$ cat src/rtl/video_timing_gen.sv
// video_timing_gen: raster counters, per-pixel fetch requests and a LATENCY-matched delay line aligning returned RGB with vde/hsync/vsync.
// Define VIDEO_TEST_PATTERN_EN to add the test_pattern input and the 8-bar colour generator.
module video_timing_gen #(
  parameter int H_ACTIVE  = 640,
  parameter int H_FP      = 16,
  parameter int H_SYNC    = 96,
  parameter int H_BP      = 48,
  parameter int V_ACTIVE  = 480,
  parameter int V_FP      = 10,
  parameter int V_SYNC    = 2,
  parameter int V_BP      = 33,
  parameter int HSYNC_POL = 0,
  parameter int VSYNC_POL = 0,
  parameter int LATENCY   = 2
) (
  input  logic        pixel_clk,
  input  logic        reset_n,
`ifdef VIDEO_TEST_PATTERN_EN
  input  logic        test_pattern,
`endif
  output logic        req_valid,
  output logic [11:0] req_x,
  output logic [11:0] req_y,
  output logic        frame_start,
  input  logic [23:0] rgb_in,
  output logic [7:0]  red,
  output logic [7:0]  green,
  output logic [7:0]  blue,
  output logic        vde,
  output logic        hsync,
  output logic        vsync
);
  localparam logic [11:0] H_LAST = 12'(H_ACTIVE + H_FP + H_SYNC + H_BP - 1);
  localparam logic [11:0] V_LAST = 12'(V_ACTIVE + V_FP + V_SYNC + V_BP - 1);
  localparam logic [11:0] HA     = 12'(H_ACTIVE);
  localparam logic [11:0] VA     = 12'(V_ACTIVE);
  localparam logic [11:0] HS0    = 12'(H_ACTIVE + H_FP);
  localparam logic [11:0] HS1    = 12'(H_ACTIVE + H_FP + H_SYNC);
  localparam logic [11:0] VS0    = 12'(V_ACTIVE + V_FP);
  localparam logic [11:0] VS1    = 12'(V_ACTIVE + V_FP + V_SYNC);
  localparam logic        HP     = (HSYNC_POL != 0);
  localparam logic        VP     = (VSYNC_POL != 0);
  // Stage word {[tp_en, bar[2:0],] active, raw hsync, raw vsync}
`ifdef VIDEO_TEST_PATTERN_EN
  localparam int SW = 7;
`else
  localparam int SW = 3;
`endif
  logic [11:0]                h_q, h_d, v_q, v_d;
  logic [11:0]                x_q, y_q;
  logic                       fs_q, fs_d;
  logic [SW-1:0]              st_q, st_d;
  logic [LATENCY-1:0][SW-1:0] dly_q;
  logic [LATENCY:0][SW-1:0]   sh;
  logic [SW-1:0]              tail;
  logic                       vde_q, hs_q, vs_q;
  logic [23:0]                rgb_q, rgb_d;
  assign sh   = {dly_q, st_q};
  assign tail = sh[LATENCY];
  always_comb begin
    h_d  = (h_q == H_LAST) ? 12'd0 : h_q + 12'd1;
    v_d  = (h_q != H_LAST) ? v_q : (v_q == V_LAST) ? 12'd0 : v_q + 12'd1;
    fs_d = (h_q == 12'd0) && (v_q == 12'd0);
`ifdef VIDEO_TEST_PATTERN_EN
    // st_q[6] is the frame's held pattern enable, refreshed only at (0,0)
    st_d = {fs_d ? test_pattern : st_q[6], 3'({h_q, 3'b000} / 15'(H_ACTIVE)),
            (h_q < HA) && (v_q < VA), (h_q >= HS0) && (h_q < HS1), (v_q >= VS0) && (v_q < VS1)};
    rgb_d = !tail[2] ? 24'd0 : tail[6] ? {{8{~tail[4]}}, {8{~tail[5]}}, {8{~tail[3]}}} : rgb_in;
`else
    st_d  = {(h_q < HA) && (v_q < VA), (h_q >= HS0) && (h_q < HS1), (v_q >= VS0) && (v_q < VS1)};
    rgb_d = tail[2] ? rgb_in : 24'd0;
`endif
  end
  always_ff @(posedge pixel_clk or negedge reset_n) begin
    if (!reset_n) begin
      h_q   <= '0;
      v_q   <= '0;
      x_q   <= '0;
      y_q   <= '0;
      fs_q  <= 1'b0;
      st_q  <= '0;
      dly_q <= '0;
      vde_q <= 1'b0;
      hs_q  <= ~HP;
      vs_q  <= ~VP;
      rgb_q <= '0;
    end else begin
      h_q   <= h_d;
      v_q   <= v_d;
      x_q   <= h_q;
      y_q   <= v_q;
      fs_q  <= fs_d;
      st_q  <= st_d;
      dly_q <= sh[LATENCY-1:0];
      vde_q <= tail[2];
      hs_q  <= tail[1] ? HP : ~HP;
      vs_q  <= tail[0] ? VP : ~VP;
      rgb_q <= rgb_d;
    end
  end
  assign req_valid   = st_q[2];
  assign req_x       = x_q;
  assign req_y       = y_q;
  assign frame_start = fs_q;
  assign vde         = vde_q;
  assign hsync       = hs_q;
  assign vsync       = vs_q;
  assign {red, green, blue} = rgb_q;
endmodule

$ cat config.mk
export PLATFORM = sky130hd
export DESIGN_NAME = video_timing_gen
export DESIGN_NICKNAME = d
export VERILOG_FILES = /design/src/rtl/video_timing_gen.sv
export SDC_FILE = /design/constraint.sdc
export NUM_CORES = 1
export LEC_CHECK = 0
export ABC_AREA = 1
export CAP_MARGIN = 10
export CELL_PAD_IN_SITES_DETAIL_PLACEMENT = 1
export CELL_PAD_IN_SITES_GLOBAL_PLACEMENT = 1
export CORE_UTILIZATION = 38
export DETAILED_ROUTE_END_ITERATION = 6
export GPL_TIMING_DRIVEN = 0
export PLACE_DENSITY_LB_ADDON = 0.1
export SETUP_SLACK_MARGIN = 0.15
export SKIP_CTS_REPAIR_TIMING = 1
export SLEW_MARGIN = 20
export SYNTH_ARGS = -nofsm -noshare
export SYNTH_HDL_FRONTEND = slang
export SYNTH_SLANG_ARGS = --single-unit
$ cat constraint.sdc
create_clock -name pixel_clk -period 1.9 [get_ports pixel_clk]
set_clock_uncertainty 0.2 [all_clocks]
set_input_delay 0.38 -clock pixel_clk [delete_from_list [all_inputs] [get_ports pixel_clk]]
set_output_delay 0.38 -clock pixel_clk [all_outputs]
set_load 0.005 [all_outputs]
# After elaboration in Yosys (flattened, before gate mapping)
# Cells that the tools add are included.
dict set report word_totals {
  wordCells 34
  reg_bits 85
}
dict set report op_classes {
  n_reduce_logical 6
  add_sub_neg 2
  eq_ne 3
  n_lt_le_gt_ge 6
  mux 5
}
# cell n
set op_table {}
lappend op_table {{12-bit by 1-bit adder with 12-bit output (second input constant)} 2}
lappend op_table {{12-bit by 10-bit equality test with 1-bit output (second input constant)} 2}
lappend op_table {{12-bit zero test} 2}
lappend op_table {{12-bit by 10-bit less-than comparator with 1-bit output (second input constant)} 2}
lappend op_table {{12-bit by 9-bit less-than comparator with 1-bit output (second input constant)} 2}
lappend op_table {{12-bit 2-to-1 mux} 2}
lappend op_table {{24-bit 2-to-1 mux} 1}
lappend op_table {{12-bit by 10-bit greater-or-equal comparator with 1-bit output (second input constant)} 1}
lappend op_table {{12-bit by 9-bit greater-or-equal comparator with 1-bit output (second input constant)} 1}
lappend op_table {{12-bit by 10-bit inequality test with 1-bit output (second input constant)} 1}
lappend op_table {{1-bit logical AND} 4}
lappend op_table {{1-bit 2-to-1 mux} 2}

# Depth between registers and ports, before layout
dict set report logic_depth {
  ltp_word 2
  depth_mapped 8
  depth_no_buf 8
}

# Least setup slack after synthesis
# No wires, ideal clock.
dict set report synth_timing {
  kind {register -> register}
  startpoint {register h_q[0]}
  endpoint {register h_q[8]}
  path_buffers 0
  period_less_slack_ns 1.521
  t_arrival_ns 1.192
  required_time_ns 1.571
  path_stages_with_launch 8
  setup_slack_ns 0.379
  cell_sequence {dfrtp_1 ha_1 nand3_2 clkinv_2 nand2_1 clkinv_1 o21ai_0 a21oi_1}
}
dict set report synth_via {
  elab_chain_cells 2
  word_cells_on_any_way 3
  classes_between {1 x add/sub; 1 x eq/ne; 1 x mux}
}
# element line
set synth_rtl {}
lappend synth_rtl {{start, declared} 49} ;# logic [11:0] h_q, h_d, v_q, v_d;
lappend synth_rtl {{start signal, assigned} 76} ;# h_q <= '0;
lappend synth_rtl {{start signal, assigned} 88} ;# h_q <= h_d;
lappend synth_rtl {{12-bit by 1-bit adder with 12-bit output or 12-bit by 10-bit equality test with 1-bit output (tied branches)} 61} ;# h_d = (h_q == H_LAST) ? 12'd0 : h_q + 12'd1;
lappend synth_rtl {{12-bit 2-to-1 mux *} 61}
lappend synth_rtl {{named net h_d[8]} 49}
# The timed path passes the listed nets; every way through them passes the cells marked *.
# A chain may end at the register's enable or synchronous reset.

# Final worst setup path
# Ends and elaborated chain as after synthesis.

==> flow_summary_export.csv <==
group,metric,value,unit
floorplan,io-pin-count,79,
logic_synthesis,ys_seq_area_frac,0.6413,
logic_synthesis,synthFlopType,"dfrtp_1",
logic_synthesis,syn_area_per_cell,10.28,um^2
logic_synthesis,synth_area_leaders,"dfrtp_1 (63%), nand2_1 (7.6%), inv_1 (5.8%), nand3_1 (3.5%), nor2_1 (2.5%)",
worst_setup_path,r2r_start,"h_q[0]$_DFF_PN0_",
grt,grt_max_degree,48,
detailed_routing,wl,7552,um
logic_synthesis,netlist.area_leader.share,0.6255,
worst_setup_path,path_buf_inv,3,
worst_setup_path,reg2reg_slack,0.24,ns
worst_setup_path,crit_type,"register to register",
floorplan,initial_core_util,0.3981,
cells_and_area,drive_gt1_frac,0.1432,
logic_synthesis,syn_nets,353,
grt,first_global_vias,2517,
timing,finalMaxSlewViolations,0,
worst_hold_path,holdPathStages,0,
timing,worstMarginPinSlew,0.6018,ns
grt,grt_use_met3,0.03987,
floorplan,coreArea,0.008341,mm^2
logic_synthesis,synthCells,323,
place,dp_cells,507,
clocking,path_clk_slew,0.09,ns
logic_synthesis,synthDistinctLibCells,30,
floorplan,dieArea,0.009116,mm^2
pwr,leakage,2.944,nW
clocking,cts_tree,"built",
detailed_routing,via_per_inst,4.620,
floorplan,chipHeight,95.48,um
worst_setup_path,crit_chain,"ha_4 > nand3_4 > inv_4 > buf_4 > nand2_1 > clkinv_1 > o21ai_0 > a21oi_1",
clocking,insertion_delay,0.36,ns
cells_and_area,ff_latch_area,0.002131,mm^2
cells_and_area,multi_input_area,982.2,um^2
timing,fmax,603.5,MHz
worst_setup_path,crit_slowest_cell,"dfrtp_1",
worst_hold_path,hold_start,"dly_q[0]$_DFF_PN0_",
timing,setup_tns,0,ns
timing,maxSlewHeadroom,0.5988,
grt,antenna_found_initial,0,
logic_synthesis,synth_area_leader_cell,"dfrtp_1",
worst_setup_path,path_max_fanout,5,
worst_setup_path,crit_family,"flip-flops",
place,port_buffers,78,
clocking,clk_path_buf_depth,2,
grt,gr-usage-met2,0.2756,
worst_setup_path,worstPathRequired,1.94,ns
timing,setup_ws,0.2429,ns
logic_synthesis,synthArstFlopShare,1.000,
clocking,clockRootBuffer,"clkbuf_8",
worst_setup_path,max_stage_delay,0.45,ns
worst_setup_path,cp_data_arrival_time,1.69,ns
grt,grt_use_met1,0.2265,
place,place_ws,0.1366,ns
pwr,ir_worst_vdd,300.3,uV
worst_setup_path,r2r_end,"h_q[8]$_DFF_PN0_",
cells_and_area,final_cell_count_no_fill,531,
detailed_routing,drc,0,
place,routabilityCongestion,0.8436,
detailed_routing,wl_per_cell,14.22,um
worst_setup_path,rr_worst_depth,8,
cells_and_area,area_delta_synth_final,40.96,%
worst_hold_path,hp-class,"register to register",
timing,rsz0062_at_grt,"no",
place,dp_hpwl,5213,um
cells_and_area,final_core_util,0.5612,
detailed_routing,drt_iter0_drc,40,
outcome,status,"completed",
grt,gr-usage-all-layers,0.1742,
pwr,power_density,704.9,mW/mm^2
detailed_routing,drtAntennaViolNets,0,
worst_hold_path,hold_end,"tail[0]$_DFF_PN0_",
grt,grt.busiest_layer,"met2",
logic_synthesis,syn_area,0.003321,mm^2
worst_setup_path,start_kind,"register",
floorplan,num_rows,33,
clocking,cts_made_buffers,9,
clocking,clock-sinks,85,
floorplan,die-width,95.48,um
logic_synthesis,synth_edf_count,0,
logic_synthesis,synth_most_common_cell,"dfrtp_1",
run,max_cap_viol_count,0,
timing,final.min_clock_period,1.657,ns
timing,hold_violations,0,
cells_and_area,nNetsFinal,451,
logic_synthesis,synthTopCellsByCount,"dfrtp_1 (83), nand2_1 (67), inv_1 (51)",
worst_setup_path,end_kind,"register",
logic_synthesis,yosys_warnings,0,
cells_and_area,fill_cells,929,
detailed_routing,dr.pass1.iters,4,
grt,grt_pass1_wl,11830,um
grt,gr-total-overflow,0,
clocking,cts_max_level,3,
timing,setup_viol,0,
timing,fin_crit_sh,0.8721,
logic_synthesis,ys_ff_latch,85,
cells_and_area,antennaDiodeCount,0,
detailed_routing,vias,2453,
-- placed cells by master (no fill, tap or decap), types with 4 or more instances in the layout --
cell,netlist,layout
clkbuf_8,0,9
inv_1,51,51
a21oi_1,4,4
nor2_2,5,5
nor3_1,7,7
dfrtp_1,83,82
nand3_1,23,22
nand2_1,67,67
dlymetal6s2s_1,0,53
clkdlybuf4s50_1,0,24
nand2_2,8,7
nor2_1,22,22
nand4_1,4,4
inv_2,4,4
buf_4,2,9
xor2_1,8,8
-- final cells by class --
cell class / instances / share of cell area
multi-input cells: 175 / 0.2098
repair buffers: 86 / 0.2106
inverters: 59 / 0.04785
flip-flops and latches: 85 / 0.4552
well taps: 105 / 0.02807
clock buffers: 10 / 0.02727
clock inverters: 6 / 0.01524
plain buffers: 5 / 0.005881
-- routing by layer --
metal | up-vias | wire length [um]
li1 | 1180 | -
met1 | 1189 | 3546
met2 | 71 | 3445
met3 | 13 | 417
met4 | 0 | 143
met5 | - | 0
-- per-stage QoR --
stage / power, W / instance area [um^2] / hold WS [ns]
2_1_floorplan: 0.001899 / 3321 / -0.1156
3_3_place_gp: 0.002037 / 4233 / 0.1315
3_5_place_dp: 0.002048 / 4250 / 0.1378
4_1_cts: 0.003347 / 4449 / -0.1641
5_1_grt: 0.003433 / 4681 / 0.1665
6_report: 0.003299 / 4681 / 0.1561
-- registers in the layout, summed over array words and instances (netlist names) --
| register | count |
|---|---|
| rgb_q | 24 |
| h_q | 12 |
| req_x | 12 |
| req_y | 12 |
| v_q | 12 |
| dly_q | 3 |
| st_q | 3 |
| tail | 3 |
| frame_start | 1 |
| hsync | 1 |
| vde | 1 |
| vsync | 1 |
-- report_power, final --
group	internal (W)	switching [W]	total (W)
registers	0.00183	0.00000603	0.00184
clock network	0.000620	0.000679	0.00130
logic	0.0000932	0.0000685	0.000162
total	0.00255	0.000754	0.00330
-- kinds of logic after synthesis --
logic type      after synthesis  share of synthesized area
simple gates                152                     0.2291
flops                        85                     0.6413
buf+inv                      64                    0.07535
compound gates                9                    0.01545
xor+xnor                      9                    0.02374
fa+ha+maj                     4                    0.01507
-- worst max path at each step --
stage | start | to | slack [ns] | depth (start not counted)
after floorplan | h_q[0]$_DFF_PN0_ | h_q[8]$_DFF_PN0_ | 0.38 | 7
after global placement | reset_n | req_y[11]$_DFF_PN0_ | -2.76 | 1
after detailed placement | h_q[0]$_DFF_PN0_ | v_q[8]$_DFFE_PN0N_ | 0.14 | 8
after CTS | vsync$_DFF_PN1_ | vsync | -0.08 | 1
after global routing | h_q[0]$_DFF_PN0_ | v_q[9]$_DFFE_PN0N_ | 0.11 | 8
final | h_q[0]$_DFF_PN0_ | h_q[8]$_DFF_PN0_ | 0.24 | 8
No activity file was read; power rests on OpenSTA's default activity.
